`config.mk`:
```
export PLATFORM = sky130hd
export DESIGN_NAME = fifo_stream_reader
export DESIGN_NICKNAME = d
export VERILOG_FILES = /design/src/rtl/fifo_pkg.sv /design/src/rtl/fifo_rd_skid.sv /design/src/rtl/fifo_stream_reader.sv
export SDC_FILE = /design/constraint.sdc
export NUM_CORES = 1
export LEC_CHECK = 0
export CORE_MARGIN = 2
export CORE_UTILIZATION = 46
export CTS_CLUSTER_SIZE = 30
export DETAILED_ROUTE_END_ITERATION = 8
export GPL_TIMING_DRIVEN = 1
export PLACE_DENSITY = 0.78
export REMOVE_ABC_BUFFERS = 1
export SYNTH_ARGS = -nofsm -noshare
export SYNTH_HDL_FRONTEND = slang
export SYNTH_HIERARCHICAL = 1
export SYNTH_SLANG_ARGS = --single-unit
```
`constraint.sdc`:
```
create_clock -name clk -period 2.4 [get_ports clk]
set_clock_uncertainty 0.05 [all_clocks]
set_input_delay 0.48 -clock clk [delete_from_list [all_inputs] [get_ports clk]]
set_output_delay 0.48 -clock clk [all_outputs]
set_load 0.01 [all_outputs]
```
`src/rtl/fifo_pkg.sv`:
```
// Shared constants and types for the FIFO read-side stream master.
// The optional frame marker is enabled by defining FIFO_STREAM_READER_FRAME_EN.
package fifo_pkg;

    localparam int unsigned FIFO_WIDTH_DEF = 32;
    localparam int unsigned FIFO_PTR_DEF   = 4;
    localparam int unsigned SKID_DEPTH     = 2;
    localparam int unsigned OCC_W          = $clog2(SKID_DEPTH + 1);
    localparam int unsigned FRAME_CNT_W    = 16;

    typedef logic [OCC_W-1:0] occ_t;

endpackage

```
`src/rtl/fifo_rd_skid.sv`:
```
// Two-entry in-order output buffer: words landed from the FIFO queue here until the
// downstream consumer accepts them. The head register is the stream data output.
module fifo_rd_skid
    import fifo_pkg::*;
#(
    parameter int unsigned WIDTH = FIFO_WIDTH_DEF
) (
    input  logic             clk,
    input  logic             rst_n,
    input  logic             i_push,
    input  logic [WIDTH-1:0] i_data,
    input  logic             i_pop,
    output occ_t             o_occ,
    output logic [WIDTH-1:0] o_head
);

    logic [WIDTH-1:0] r_head;
    logic [WIDTH-1:0] r_tail;
    occ_t             r_occ;

    // Upstream credit logic guarantees no push into a full buffer and no pop when empty.
    always_ff @(posedge clk or negedge rst_n) begin
        if (!rst_n) begin
            r_head <= '0;
            r_tail <= '0;
            r_occ  <= '0;
        end else if (i_push && i_pop) begin
            if (r_occ == occ_t'(SKID_DEPTH)) begin
                r_head <= r_tail;
                r_tail <= i_data;
            end else begin
                r_head <= i_data;
            end
        end else if (i_push) begin
            if (r_occ == '0) begin
                r_head <= i_data;
            end else begin
                r_tail <= i_data;
            end
            r_occ <= r_occ + occ_t'(1);
        end else if (i_pop) begin
            r_head <= r_tail;
            r_occ  <= r_occ - occ_t'(1);
        end
    end

    assign o_occ  = r_occ;
    assign o_head = r_head;

endmodule

```
`src/rtl/fifo_stream_reader.sv`:
```
// Reads the synchronous FIFO with credit-based flow control and re-presents the words
// as a valid/ready stream. Define FIFO_STREAM_READER_FRAME_EN to enable m_last framing.
module fifo_stream_reader
    import fifo_pkg::*;
#(
    parameter int unsigned FIFO_WIDTH = FIFO_WIDTH_DEF,
    parameter int unsigned FIFO_PTR   = FIFO_PTR_DEF,
    parameter int unsigned FRAME_LEN  = 8
) (
    input  logic                  clk,
    input  logic                  rst_n,
    input  logic                  enable,
    output logic                  fifo_rden,
    input  logic [FIFO_WIDTH-1:0] fifo_rddata,
    input  logic                  fifo_empty,
    input  logic [FIFO_PTR:0]     fifo_data_avail,
    output logic                  m_valid,
    input  logic                  m_ready,
    output logic [FIFO_WIDTH-1:0] m_data,
    output logic                  m_last,
    output logic [FIFO_PTR:0]     rd_level,
    output logic                  busy
);

    localparam int unsigned CRED_W = OCC_W + 1;

    logic              r_inflight;
    logic [FIFO_PTR:0] r_rd_level;
    occ_t              w_occ;
    logic              w_pop;
    logic [CRED_W-1:0] w_credits;

    // A slot is reserved for every word either buffered or still on its way from the FIFO.
    assign w_credits = CRED_W'(w_occ) + CRED_W'(r_inflight);
    assign m_valid   = (w_occ != '0);
    assign w_pop     = m_valid && m_ready;
    assign fifo_rden = enable && !fifo_empty &&
                       ((w_credits < CRED_W'(SKID_DEPTH)) ||
                        ((w_credits == CRED_W'(SKID_DEPTH)) && w_pop));
    assign busy      = (w_credits != '0);
    assign rd_level  = r_rd_level;

    always_ff @(posedge clk or negedge rst_n) begin
        if (!rst_n) begin
            r_inflight <= 1'b0;
            r_rd_level <= '0;
        end else begin
            r_inflight <= fifo_rden;
            r_rd_level <= fifo_data_avail;
        end
    end

    fifo_rd_skid #(
        .WIDTH (FIFO_WIDTH)
    ) u_skid (
        .clk    (clk),
        .rst_n  (rst_n),
        .i_push (r_inflight),
        .i_data (fifo_rddata),
        .i_pop  (w_pop),
        .o_occ  (w_occ),
        .o_head (m_data)
    );

`ifdef FIFO_STREAM_READER_FRAME_EN
    localparam logic [FRAME_CNT_W-1:0] LAST_IDX = FRAME_CNT_W'(FRAME_LEN - 1);

    logic [FRAME_CNT_W-1:0] r_frame_cnt;

    // Position of the head word within its frame; advances only on accepted words.
    always_ff @(posedge clk or negedge rst_n) begin
        if (!rst_n) begin
            r_frame_cnt <= '0;
        end else if (w_pop) begin
            r_frame_cnt <= (r_frame_cnt == LAST_IDX) ? '0 : r_frame_cnt + FRAME_CNT_W'(1);
        end
    end

    assign m_last = m_valid && (r_frame_cnt == LAST_IDX);
`else
    logic w_unused_frame_len;

    assign w_unused_frame_len = (FRAME_LEN == 0);
    assign m_last             = 1'b0;
`endif

endmodule
```
==> impl_metrics.toml <==
[run_status]
outcome = "finished clean"

[global_route]
grt_max_degree = 46
overflow = 0
met1_usage_pct = 30.1
met3_usage_pct = 5.28
track_usage_pct = 22.6
antenna_found_initial = 0
grt-busiest-layer = "met2"
grt_pass1_vias = 2918
grt_pass1_wl_mm = 14.7
met2_usage_pct = 36.2

[sta]
period_needed_ns = 2.30
hold_ws_ns = 0.0672
rsz0062_at_grt = "no"
worst_pin_slew_ns = 0.623
hold_viol_final = 0
max_freq_mhz = 435
setup_slack_ns = 0.103
slew_headroom_pct = 58.4
fin_crit_sh_pct = 95.7
finalMaxSlewViolations = 0
setup_violations = 0

[cells_and_area]
fin_cells = 480
diodes = 0
fin_util_pct = 64.4
regArea_um2 = 1800
nets = 424
layout-drive-gt1-share_pct = 21.3
syn_to_final_growth_pct = 36.7
nFillCells = 583
post-route-cell-area_um2 = 4640
multi_input_area_um2 = 1490

[run]
drv_cap = 0

[synth]
avgSynthCellArea_um2 = 11.6
synth_cell_types = 30
ys_ff_latch = 72
postSynth.asyncResetShare_pct = 100
synth_most_common_cell = "dfrtp_1"
yosysTopAreaCell = "dfrtp_1"
ys_seq_area_share_pct = 53.1
yosys-top-cells-area = "dfrtp_1 53%, mux2_2 9.9%, nand3b_1 7.3%, a211oi_1 7.1%, a31oi_1 5.9%"
synth_edf_count = 0
synth_top_area_share_pct = 53.1
syn-cell-area_um2 = 3400
synth_common_cells = "72 x dfrtp_1, 33 x nand3b_1, 32 x a211oi_1, 32 x a31oi_1, 32 x o21ai_0"
yosys_warnings = 6
ys.flop_type = "dfrtp_1"
syn-instance-count = 292

[clock_tree]
htreeDepth = 3
cts_tree = "done"
clock-root-buffer = "clkbuf_8"
postCtsHoldBufs = 0
clock-sinks = 72
clkTransAtPathRegs_ns = 0.07
numCtsBuffers = 9
clkLatencyLatePin_ns = 0.36
clockBufferDepth = 2

[placement]
gp_congestion = 0.793
portBuffers = 81
dpl.hpwl_mm = 5.49
place_area_um2 = 4390
dpl.cell_count = 463
dp_slack_ns = -0.403

[route]
first_pass_iters = 5
drt-initial-drc-count = 194
drc = 0
detail-route-antenna-nets = 0
wl_per_cell_um = 18.2
viasPerCell = 5.79
vias = 2777
drt-total-wl_mm = 8.75

[critical_path]
slowest_delay_ns = 0.38
crit_type = "flop to output port"
crit_required_ns = 1.87
r2r-end = "u_skid/r_tail[10]$_DFFE_PN0P_"
crit_path_end_kind = "output port"
r2r_start = "u_skid/o_occ[1]$_DFFE_PN0P_"
reg2regPathDepth = 7
critPathMaxFanout = 3
worstSetupStartpointType = "flop"
arrival_ns = 1.77
critPathBufInv = 2
cpMaxStageDelayCell = "dfrtp_1"
worstPathCellList = "ha_2 > inv_1 > ha_1 > and4bb_1 > a31o_1 > buf_2"
cpLargestDelayFamily = "adder cells"
regToRegSetupSlack_ns = 0.13

[floorplan]
fp.dieArea_um2 = 8090
start_util_pct = 47.1
core_area_um2 = 7210
num_rows = 31
die_h_um = 89.9
ios = 83
die_w_um = 89.9

[power]
leakage_nw = 1.82
seqPwrFrac_pct = 34.8
p_per_area_nw_per_um2 = 1320
peakVddDrop_mv = 0.553
pwr-share-clk_pct = 18.5
p_int_mw = 4.01
switching_share_pct = 34.8
pwr-share-comb_pct = 46.7
p_sw_mw = 2.14

[min_path]
hp-class = "input pin to asynchronous set/reset pin"
-- registers in the layout, summed over array words and instances, names as in the netlist --
name	count
u_skid/r_tail	32
r_inflight	1
u_skid/o_occ	2
u_skid/o_head	32
rd_level	5
-- power by group through the flow --
stage          logic [mW]  registers (mW)  clock network, mW
2_1_floorplan        1.36            2.26                  0
3_3_place_gp         2.74            2.12                  0
3_5_place_dp         2.83            2.15                  0
4_1_cts              2.87            2.13               1.16
5_1_grt              3.11            2.20               1.21
6_report             2.87            2.14               1.14
-- stage by stage --
step	power (mW)	setup TNS, ns
final	6.14	0
after global placement	4.86	-8.34
after global routing	6.52	0
after CTS	6.16	-0.0430
after floorplan	3.62	-25.35
after detailed placement	4.98	-15.71
-- placed cells by master, fill, tap and decap left out, drive strengths merged, types with 3 or more instances in the layout --
cell type,Yosys,layout
a211oi,32,32
a31oi,32,32
buf,13,25
bufinv,0,3
clkbuf,18,9
clkdlybuf4s50,0,78
clkinv,0,3
dfrtp,72,72
ha,5,5
mux2,32,32
nand3b,33,33
nor2,2,4
o21ai,32,32
-- area by class of cell --
| cell class | instances | share of cell area, % |
|---|---|---|
| Clock buffer | 9 | 2.67 |
| Clock inverter | 6 | 2.34 |
| Inverter | 2 | 0.162 |
| Multi-Input combinational cell | 189 | 32.0 |
| Sequential cell | 72 | 38.8 |
| Tap cell | 99 | 2.67 |
| Timing Repair Buffer | 103 | 21.3 |
-- logic make-up (layout without fill, tap and decap cells) --
kind of cell	Yosys count	after routing	synth area share, %
AOI/OAI and AO/OA	101	101	19.3
muxes	32	32	10.6
and+or+nand+nor	45	47	9.91
xor gates and xnor gates	3	3	0.774
DFF	72	72	53.1
adders and majority gates	5	5	1.84
other	1	1	0.110
buffers and inverters	33	120	4.38
-- worst max path at each step --
stage,cells after the start,slack (ns),start,end
floorplan,3,-0.56,r_inflight$_DFF_PN0_,u_skid/o_head[27]$_DFFE_PN0P_
CTS,6,-0.04,u_skid/o_occ[0]$_DFFE_PN0P_,fifo_rden
finish,6,0.10,u_skid/o_occ[0]$_DFFE_PN0P_,fifo_rden
global route,6,0.005,u_skid/o_occ[0]$_DFFE_PN0P_,fifo_rden
global placement,6,-0.25,m_ready,u_skid/o_head[23]$_DFFE_PN0P_
detailed placement,6,-0.40,m_ready,u_skid/o_head[19]$_DFFE_PN0P_
-- timing repair --
item,4_1_cts,5_1_grt
gates resized for setup,8,4
gates cloned,1,1
pin swaps,1,3
setup endpoints to repair,34,34
buffers inserted,0,0
-- routing by layer --
metal / wire length (um) / part of all wire (%) / up-vias
met5: 0 / 0 / -
met3: 517 / 5.9 / 15
li1: - / - / 1272
met1: 3720 / 43 / 1385
met4: 168 / 1.9 / 0
met2: 4340 / 50 / 105
Note: power is estimated with default switching activity, not from simulation.
